`config.mk`:
```
export PLATFORM = sky130hd
export DESIGN_NAME = packet_traffic_gen
export DESIGN_NICKNAME = d
export VERILOG_FILES = /design/src/rtl/packet_traffic_gen.sv
export SDC_FILE = /design/constraint.sdc
export NUM_CORES = 1
export LEC_CHECK = 0
export CAP_MARGIN = 10
export CELL_PAD_IN_SITES_DETAIL_PLACEMENT = 1
export CELL_PAD_IN_SITES_GLOBAL_PLACEMENT = 2
export CORE_ASPECT_RATIO = 0.75
export CORE_MARGIN = 2
export CORE_UTILIZATION = 31
export DETAILED_ROUTE_END_ITERATION = 6
export PLACE_DENSITY_LB_ADDON = 0.1
export SETUP_SLACK_MARGIN = 0.15
export SYNTH_ARGS = -nofsm -noshare
export SYNTH_HDL_FRONTEND = slang
export SYNTH_SLANG_ARGS = --single-unit
```
`constraint.sdc`:
```
create_clock -name clk -period 4 [get_ports clk]
set_input_delay 0.4 -clock clk [delete_from_list [all_inputs] [get_ports clk]]
set_output_delay 0.4 -clock clk [all_outputs]
set_load 0.01 [all_outputs]
```
`src/rtl/packet_traffic_gen.sv`:
```
// packet_traffic_gen: packet-level traffic source for NoC router ports.
// Emits head/body/tail packets with selectable destination pattern, honours
// on/off backpressure, and provides start/stop/budget run control with an
// inter-packet gap and per-run flit/packet counters.
module packet_traffic_gen #(
  parameter int FLIT_SIZE = 32,
  parameter int PKT_LEN   = 4,
  parameter int NUM_DEST  = 4,
  parameter int GAP_W     = 8,
  parameter int CNT_W     = 16
) (
  input  logic                 clk,
  input  logic                 reset,
  input  logic                 i_start,
  input  logic                 i_stop,
  input  logic [1:0]           i_mode,
  input  logic [GAP_W-1:0]     i_gap,
  input  logic [CNT_W-1:0]     i_num_pkts,
  input  logic                 i_on_off,
  output logic [FLIT_SIZE-1:0] o_flit,
  output logic                 o_transmit,
  output logic                 o_busy,
  output logic                 o_done,
  output logic [CNT_W-1:0]     o_pkt_cnt,
  output logic [CNT_W-1:0]     o_flit_cnt
);
  localparam int ADDR_W = (NUM_DEST > 1) ? $clog2(NUM_DEST) : 1;
  localparam int IDX_W  = $clog2(PKT_LEN);
  localparam int PLD_W  = FLIT_SIZE - 2;
  localparam int HLW    = FLIT_SIZE - 2 - ADDR_W;
  localparam logic [IDX_W-1:0]  LAST_IDX  = IDX_W'(PKT_LEN - 1);
  localparam logic [ADDR_W-1:0] LAST_DEST = ADDR_W'(NUM_DEST - 1);
  localparam logic [15:0]       LFSR_SEED = 16'hACE1;

  typedef enum logic [1:0] {S_IDLE, S_SEND, S_GAP, S_DONE} state_t;

  state_t                 state_q, state_d;
  logic [1:0]             mode_q, mode_d;
  logic [GAP_W-1:0]       gap_q, gap_d;
  logic [GAP_W-1:0]       gap_cnt_q, gap_cnt_d;
  logic [CNT_W-1:0]       budget_q, budget_d;
  logic [CNT_W-1:0]       pkt_cnt_q, pkt_cnt_d;
  logic [CNT_W-1:0]       flit_cnt_q, flit_cnt_d;
  logic [IDX_W-1:0]       flit_idx_q, flit_idx_d;
  logic [ADDR_W-1:0]      dest_ptr_q, dest_ptr_d;
  logic [15:0]            lfsr_q, lfsr_d;
  logic                   stop_seen_q, stop_seen_d;
  logic [FLIT_SIZE-1:0]   flit_q, flit_d;
  logic                   transmit_q, transmit_d;
  logic                   done_q, done_d;

  logic [ADDR_W-1:0]      dest;
  logic [PLD_W-1:0]       payload;
  logic [CNT_W-1:0]       pkt_cnt_inc;
  logic                   is_tail;

  // Fibonacci LFSR x^16+x^14+x^13+x^11+1, shift-right form
  function automatic logic [15:0] lfsr_next(input logic [15:0] l);
    return {l[0] ^ l[2] ^ l[3] ^ l[5], l[15:1]};
  endfunction

  function automatic logic [FLIT_SIZE-1:0] head_flit(input logic [ADDR_W-1:0] d,
                                                     input logic [CNT_W-1:0] pkts);
    return {2'b01, d, HLW'(pkts)};
  endfunction

  function automatic logic [FLIT_SIZE-1:0] data_flit(input logic [1:0] ftype,
                                                     input logic [PLD_W-1:0] pld);
    return {ftype, pld};
  endfunction

  // State register and all datapath flops; reset returns everything to idle values
  always_ff @(posedge clk) begin
    if (reset) begin
      state_q     <= S_IDLE;
      mode_q      <= '0;
      gap_q       <= '0;
      gap_cnt_q   <= '0;
      budget_q    <= '0;
      pkt_cnt_q   <= '0;
      flit_cnt_q  <= '0;
      flit_idx_q  <= '0;
      dest_ptr_q  <= '0;
      lfsr_q      <= LFSR_SEED;
      stop_seen_q <= 1'b0;
      flit_q      <= '0;
      transmit_q  <= 1'b0;
      done_q      <= 1'b0;
    end else begin
      state_q     <= state_d;
      mode_q      <= mode_d;
      gap_q       <= gap_d;
      gap_cnt_q   <= gap_cnt_d;
      budget_q    <= budget_d;
      pkt_cnt_q   <= pkt_cnt_d;
      flit_cnt_q  <= flit_cnt_d;
      flit_idx_q  <= flit_idx_d;
      dest_ptr_q  <= dest_ptr_d;
      lfsr_q      <= lfsr_d;
      stop_seen_q <= stop_seen_d;
      flit_q      <= flit_d;
      transmit_q  <= transmit_d;
      done_q      <= done_d;
    end
  end

  // Next-state and next-flit computation
  always_comb begin
    state_d     = state_q;
    mode_d      = mode_q;
    gap_d       = gap_q;
    gap_cnt_d   = gap_cnt_q;
    budget_d    = budget_q;
    pkt_cnt_d   = pkt_cnt_q;
    flit_cnt_d  = flit_cnt_q;
    flit_idx_d  = flit_idx_q;
    dest_ptr_d  = dest_ptr_q;
    lfsr_d      = lfsr_q;
    stop_seen_d = stop_seen_q;
    flit_d      = flit_q;
    transmit_d  = 1'b0;
    done_d      = done_q;

    is_tail     = (flit_idx_q == LAST_IDX);
    pkt_cnt_inc = pkt_cnt_q + 1'b1;
    case (mode_q)
      2'd1:    dest = dest_ptr_q;
      2'd2:    dest = ADDR_W'(32'(lfsr_q[ADDR_W-1:0]) % NUM_DEST);
      default: dest = '0;
    endcase
    payload = (mode_q == 2'd2) ? PLD_W'(lfsr_q) : PLD_W'(flit_cnt_q);

    case (state_q)
      S_IDLE, S_DONE: begin
        if (i_start) begin
          state_d     = S_SEND;
          mode_d      = i_mode;
          gap_d       = i_gap;
          budget_d    = i_num_pkts;
          pkt_cnt_d   = '0;
          flit_cnt_d  = '0;
          flit_idx_d  = '0;
          dest_ptr_d  = '0;
          lfsr_d      = LFSR_SEED;
          stop_seen_d = 1'b0;
          done_d      = 1'b0;
        end
      end
      S_SEND: begin
        if (i_stop) stop_seen_d = 1'b1;
        if (i_on_off) begin
          transmit_d = 1'b1;
          flit_cnt_d = flit_cnt_q + 1'b1;
          if (mode_q == 2'd2) lfsr_d = lfsr_next(lfsr_q);
          if (flit_idx_q == '0)
            flit_d = head_flit(dest, pkt_cnt_q);
          else if (is_tail)
            flit_d = data_flit(2'b10, payload);
          else
            flit_d = data_flit(2'b00, payload);
          if (is_tail) begin
            flit_idx_d  = '0;
            pkt_cnt_d   = pkt_cnt_inc;
            stop_seen_d = 1'b0;
            dest_ptr_d  = (dest_ptr_q == LAST_DEST) ? '0 : dest_ptr_q + 1'b1;
            // Budget completion outranks a pending stop
            if (budget_q != '0 && pkt_cnt_inc == budget_q) begin
              state_d = S_DONE;
              done_d  = 1'b1;
            end else if (stop_seen_q || i_stop) begin
              state_d = S_IDLE;
            end else if (gap_q != '0) begin
              state_d   = S_GAP;
              gap_cnt_d = gap_q;
            end
          end else begin
            flit_idx_d = flit_idx_q + 1'b1;
          end
        end
      end
      S_GAP: begin
        if (i_stop)
          state_d = S_IDLE;
        else if (gap_cnt_q == GAP_W'(1))
          state_d = S_SEND;
        else
          gap_cnt_d = gap_cnt_q - 1'b1;
      end
      default: state_d = S_IDLE;
    endcase
  end

  // Output decode
  always_comb begin
    o_busy     = (state_q == S_SEND) || (state_q == S_GAP);
    o_flit     = flit_q;
    o_transmit = transmit_q;
    o_done     = done_q;
    o_pkt_cnt  = pkt_cnt_q;
    o_flit_cnt = flit_cnt_q;
  end

endmodule

```
* Word level (Yosys, flattened, before mapping)
Cells that the tools add are included.
W data, S select, Z words.
** Cells by class
- Magnitude comparators :: 0
- Shift-type cells :: 0
- Reductions and logical operators :: 20
- Muxes and demuxes :: 49
- Bitwise operators :: 4
- Add/sub/neg operators :: 5
- Multiply operators :: 0
- Div/mod/pow operators :: 0
- Equal/unequal tests :: 21
** Operators with widths (count)
- $mux W16 :: 8
- $pmux W16 S2 :: 3
- $mux W32 :: 2
- $mux W8 :: 7
- $add A16 B1 Y16 const B :: 2
- $mux W2 :: 14
- $ne A2 B2 Y1 const B :: 10
- $eq A16 B16 Y1 :: 1
- $pmux W8 S2 :: 1
- $reduce_bool A16 Y1 :: 1
- $pmux W2 S2 :: 3
- $eq A2 B2 Y1 const B :: 5
- $reduce_and A5 Y1 :: 2
- $eq A8 B1 Y1 const B :: 1
- $mux W1 :: 8
- $reduce_and A4 Y1 :: 2
- $reduce_and A8 Y1 :: 1
- $reduce_bool A8 Y1 :: 1
- $sub A8 B1 Y8 const B :: 1
- $pmux W2 S3 :: 1
- $reduce_and A2 Y1 :: 3
- $add A2 B1 Y2 const B :: 2
- $eq A2 B1 Y1 const B :: 2
- $logic_not A2 Y1 :: 2
- 10 further kinds :: 16
** Storage, ports and cells
- Latch bits :: 0
- Register bits after elaboration :: 123
- Memories kept :: 0
- Bits in read-only memories :: 0
- Bits in writable memories :: 0

* Depth between registers and ports, before layout
- Word-level depth :: 7
- Mapped depth :: 11
- Depth with buffers taken out :: 11

* Worst setup path after synthesis
OpenSTA, ideal clock, no wires.
- Kind :: flip-flop to flip-flop
- Start point :: register pkt_cnt_q[1] (netlist: o_pkt_cnt[1])
- End point :: register gap_cnt_q[6]
- Data arrival time :: 2837 ps
- Data required time :: 3940 ps
- Setup time :: 60 ps
- Setup slack :: 1103 ps
- Cell stages (with the launch flop) :: 11
- Clock period less this slack :: 2897 ps
- Buffers on the path :: 0
- Path through :: dfxtp_1 ha_1 nand3_1 or3_1 and3_1 or4_1 nor4b_2 nand4_2 a22o_4 nand3_1 a32o_1
** Between the ends
- Cells in the longest elaborated chain, start to end :: 5
** RTL lines
- from (decl) :: RTL line 42 : logic [CNT_W-1:0] pkt_cnt_q, pkt_cnt_d;
- from (signal assigned) :: RTL line 95 : pkt_cnt_q <= pkt_cnt_d;
- $add A16 B1 Y16 :: RTL line 125 : pkt_cnt_inc = pkt_cnt_q + 1'b1;
- $eq A16 B16 Y1 :: RTL line 167 : if (budget_q != '0 && pkt_cnt_inc == budget_q) begin
- $logic_and A1 B1 Y1 :: RTL line 167
- $ne A2 B2 Y1 (no line)
- $reduce_and A8 Y1 (no line)
- to (signal assigned) :: RTL line 93 : gap_cnt_q <= gap_cnt_d;
- to (decl) :: RTL line 40 : logic [GAP_W-1:0] gap_cnt_q, gap_cnt_d;
Every way passes these cells.
A chain may end at the register's enable or synchronous reset.

* Worst setup path in the final report
- Start point :: register pkt_cnt_q[0] (netlist: o_pkt_cnt[0])
- End point :: register gap_cnt_q[5]
Same word-level chain as after synthesis.

==> results.cfg <==
[global_route]
grtUsageTotal_pct = 18.99
grt_antenna_before_repair = 1
grt_pass1_wl_mm = 29.56
grt_max_degree = 65
grt_pass1_vias = 5491
globalRouteOverflowTotal = 0

[clocking]
clockBufferDepth = 2
cts_resized = 0
cts_max_level = 3
cts_inserted_buffers = 9
cts_hold_buf = 0
cts_tree = done
cts_setup_buffers = 0
cts_root_buf = clkbuf_16
insertion_delay_ps = 360
cts_sinks = 111
clk_pin_slew_ps = 80

[synthesis]
synthCells = 741
yosys_register_bits = 111
seq_area_frac_synth_pct = 38.36
async_flop_share_pct = 0
yosys.area.top_type_share_pct = 38.36
ys_types = 65
synth_top_cell_by_area = dfxtp_1
ys.flop_type = dfxtp_1
netlist_area_um2 = 5793
ys_top_cells_by_area = dfxtp_1, nor2_1, a21oi_1, nand2_1, o21ai_0
synth.avg_cell_area_um2 = 7.818
ys_warn_count = 0
synth_edf_count = 0

[critical_path]
required_ps = 4310
end_kind = flop
path_delay_family = simple AND/OR/NAND/NOR gates
path_buf_inv = 1
cp-start-kind = flop
critPathKind = flop to flop
crit_path_max_incr_delay_ps = 540
path_common_cell = nand3_1
path_cells = ha_1, nand3_1, buf_4, or3_1, and3_1, or4_1, nor4b_2, nand4_2, a22o_4, nand3_1, a32o_1
slowest_stage = dfxtp_1
crit_arrival_ps = 3810
crit_path_max_fanout = 13

[place]
finalWeightedCongestion = 0.8102
dp.cells = 1037
pre_cts_slack_ps = 514.2
dp_hpwl_mm = 13.64
portBuffers = 85
placed_area_um2 = 6746

[sta]
rsz0062_at_grt = false
worstMarginPinSlew_ps = 1198
period_share_pct = 87.58
hold_ws_ps = 476.5
setup_viol = 0
finalClockSkew_ps = 12.26
maxSlewHeadroom_pct = 19.58
min_period_ps = 3503
max_freq_mhz = 285.5
fin_setup_tns_ps = 0
hold_viol_final = 0
slew_viol_final = 0
post-route-worst-setup-slack_ps = 496.9

[finish]
design_area_um2 = 7019
final_common_cell = dfxtp_1
num-fill-cells = 2225
instances_no_fill = 1053
drive_gt1_share_pct = 5.335
final_nets = 843
final_cell_mix = dfxtp_1, nor2_1, nand2_1
antenna_cells = 0
syn_to_final_growth_pct = 21.17

[drt]
wire_per_inst_um = 17.47
drc = 0
routed_wl_mm = 18.40
viasPerCell = 5.129
dr.pass1.iters = 5
via_count = 5401
drt_iter0_drc = 293
ant_nets = 0

[die]
dieHeight_um = 122.4
die_w_um = 161.9
rows = 43
core_um2 = 18400
initial_core_util_pct = 31.48
pin_count = 98
dieArea_um2 = 19810

[outcome]
status = finished, final reports clean

[pwr]
power.leakage_uw = 0.002490
power.density_nw_per_um2 = 468.9
ir_drop_mv = 0.2416

[job]
max-cap-violations = 0

[worst_hold_path]
hp-class = flop to flop
## logic make-up (layout without fill, tap and decap cells)
group / Yosys count / in the layout / share of synthesized area (%)
AND/OR/NAND/NOR: 305 / 305 / 24.77
AO/OA/AOI/OAI: 178 / 178 / 18.64
flip-flops: 111 / 111 / 38.36
buffers and inverters: 81 / 135 / 7.171
XOR/XNOR: 35 / 35 / 5.292
multiplexers: 19 / 19 / 3.326
adder cells (fa/ha/maj): 11 / 11 / 2.376
other: 1 / 12 / 0.06473
## metal layers
layer / vias to the layer above / GRT usage (%) / share of wire (%)
li1: 2658 / - / -
met1: 2653 / 26.08 / 50
met2: 81 / 31.06 / 45
met3: 9 / 3.751 / 3.7
met4: 0 / 4.038 / 0.80
met5: - / 0 / 0
## worst paths after layout
path,startpoint,endpoint,slack (ps),cells after the start
max,o_pkt_cnt[0],gap_cnt_q[5],500,11
max reg2reg,o_pkt_cnt[0],gap_cnt_q[5],500,11
min,o_flit[30],o_flit[30],480,2
min reg2reg,o_flit[30],o_flit[30],480,2
## synthesized netlist by cell type, types with 5 or more instances
cell type,n
a21oi_1,80
a22oi_1,11
a32o_1,5
and3_1,10
buf_4,15
clkbuf_1,31
dfxtp_1,111
ha_1,11
inv_1,21
mux2i_1,17
nand2_1,93
nand3_1,17
nand4_1,11
nor2_1,110
nor2b_1,5
nor3_1,22
nor4_1,8
o21ai_0,38
o31ai_1,8
xnor2_1,20
xor2_1,15
## registers in the layout, indices dropped and copies added (netlist names)
signal / cells
gap_q: 8
state_q: 2
lfsr_q: 16
gap_cnt_q: 8
o_transmit: 1
o_flit: 20
flit_idx_q: 2
o_flit_cnt: 16
o_pkt_cnt: 16
o_done: 1
mode_q: 2
stop_seen_q: 1
dest_ptr_q: 2
budget_q: 16
## through the flow
step	power, µW	util, %
finish	3291	38.15
global route	3513	38.15
CTS	3328	38.15
detailed placement	2446	36.67
global placement	2419	36.67
floorplan	2073	-
## worst min-delay path: stages, from the launching register on
cell	delay, ps
dfxtp_1	320
nand2_1	50
a21oi_1	60
## power breakdown
part	switching (µW)	total, µW	internal (µW)
Clock	449	877	428
Sequential	106	1310	1200
Combinational	719	1110	387
Total	1270	3290	2020
## cell type report
| cell class | count | area (µm²) | share of cell area [%] |
|---|---|---|---|
| clock buffer | 10 | 229.0 | 3.262 |
| multi-input combinational | 560 | 3197 | 45.54 |
| timing repair buffer | 97 | 935.9 | 13.33 |
| sequential | 111 | 2222 | 31.66 |
| tap | 247 | 309.0 | 4.403 |
| inverter | 22 | 82.58 | 1.176 |
| clock inverter | 6 | 43.79 | 0.6239 |
(Power assumes the default switching activity.)
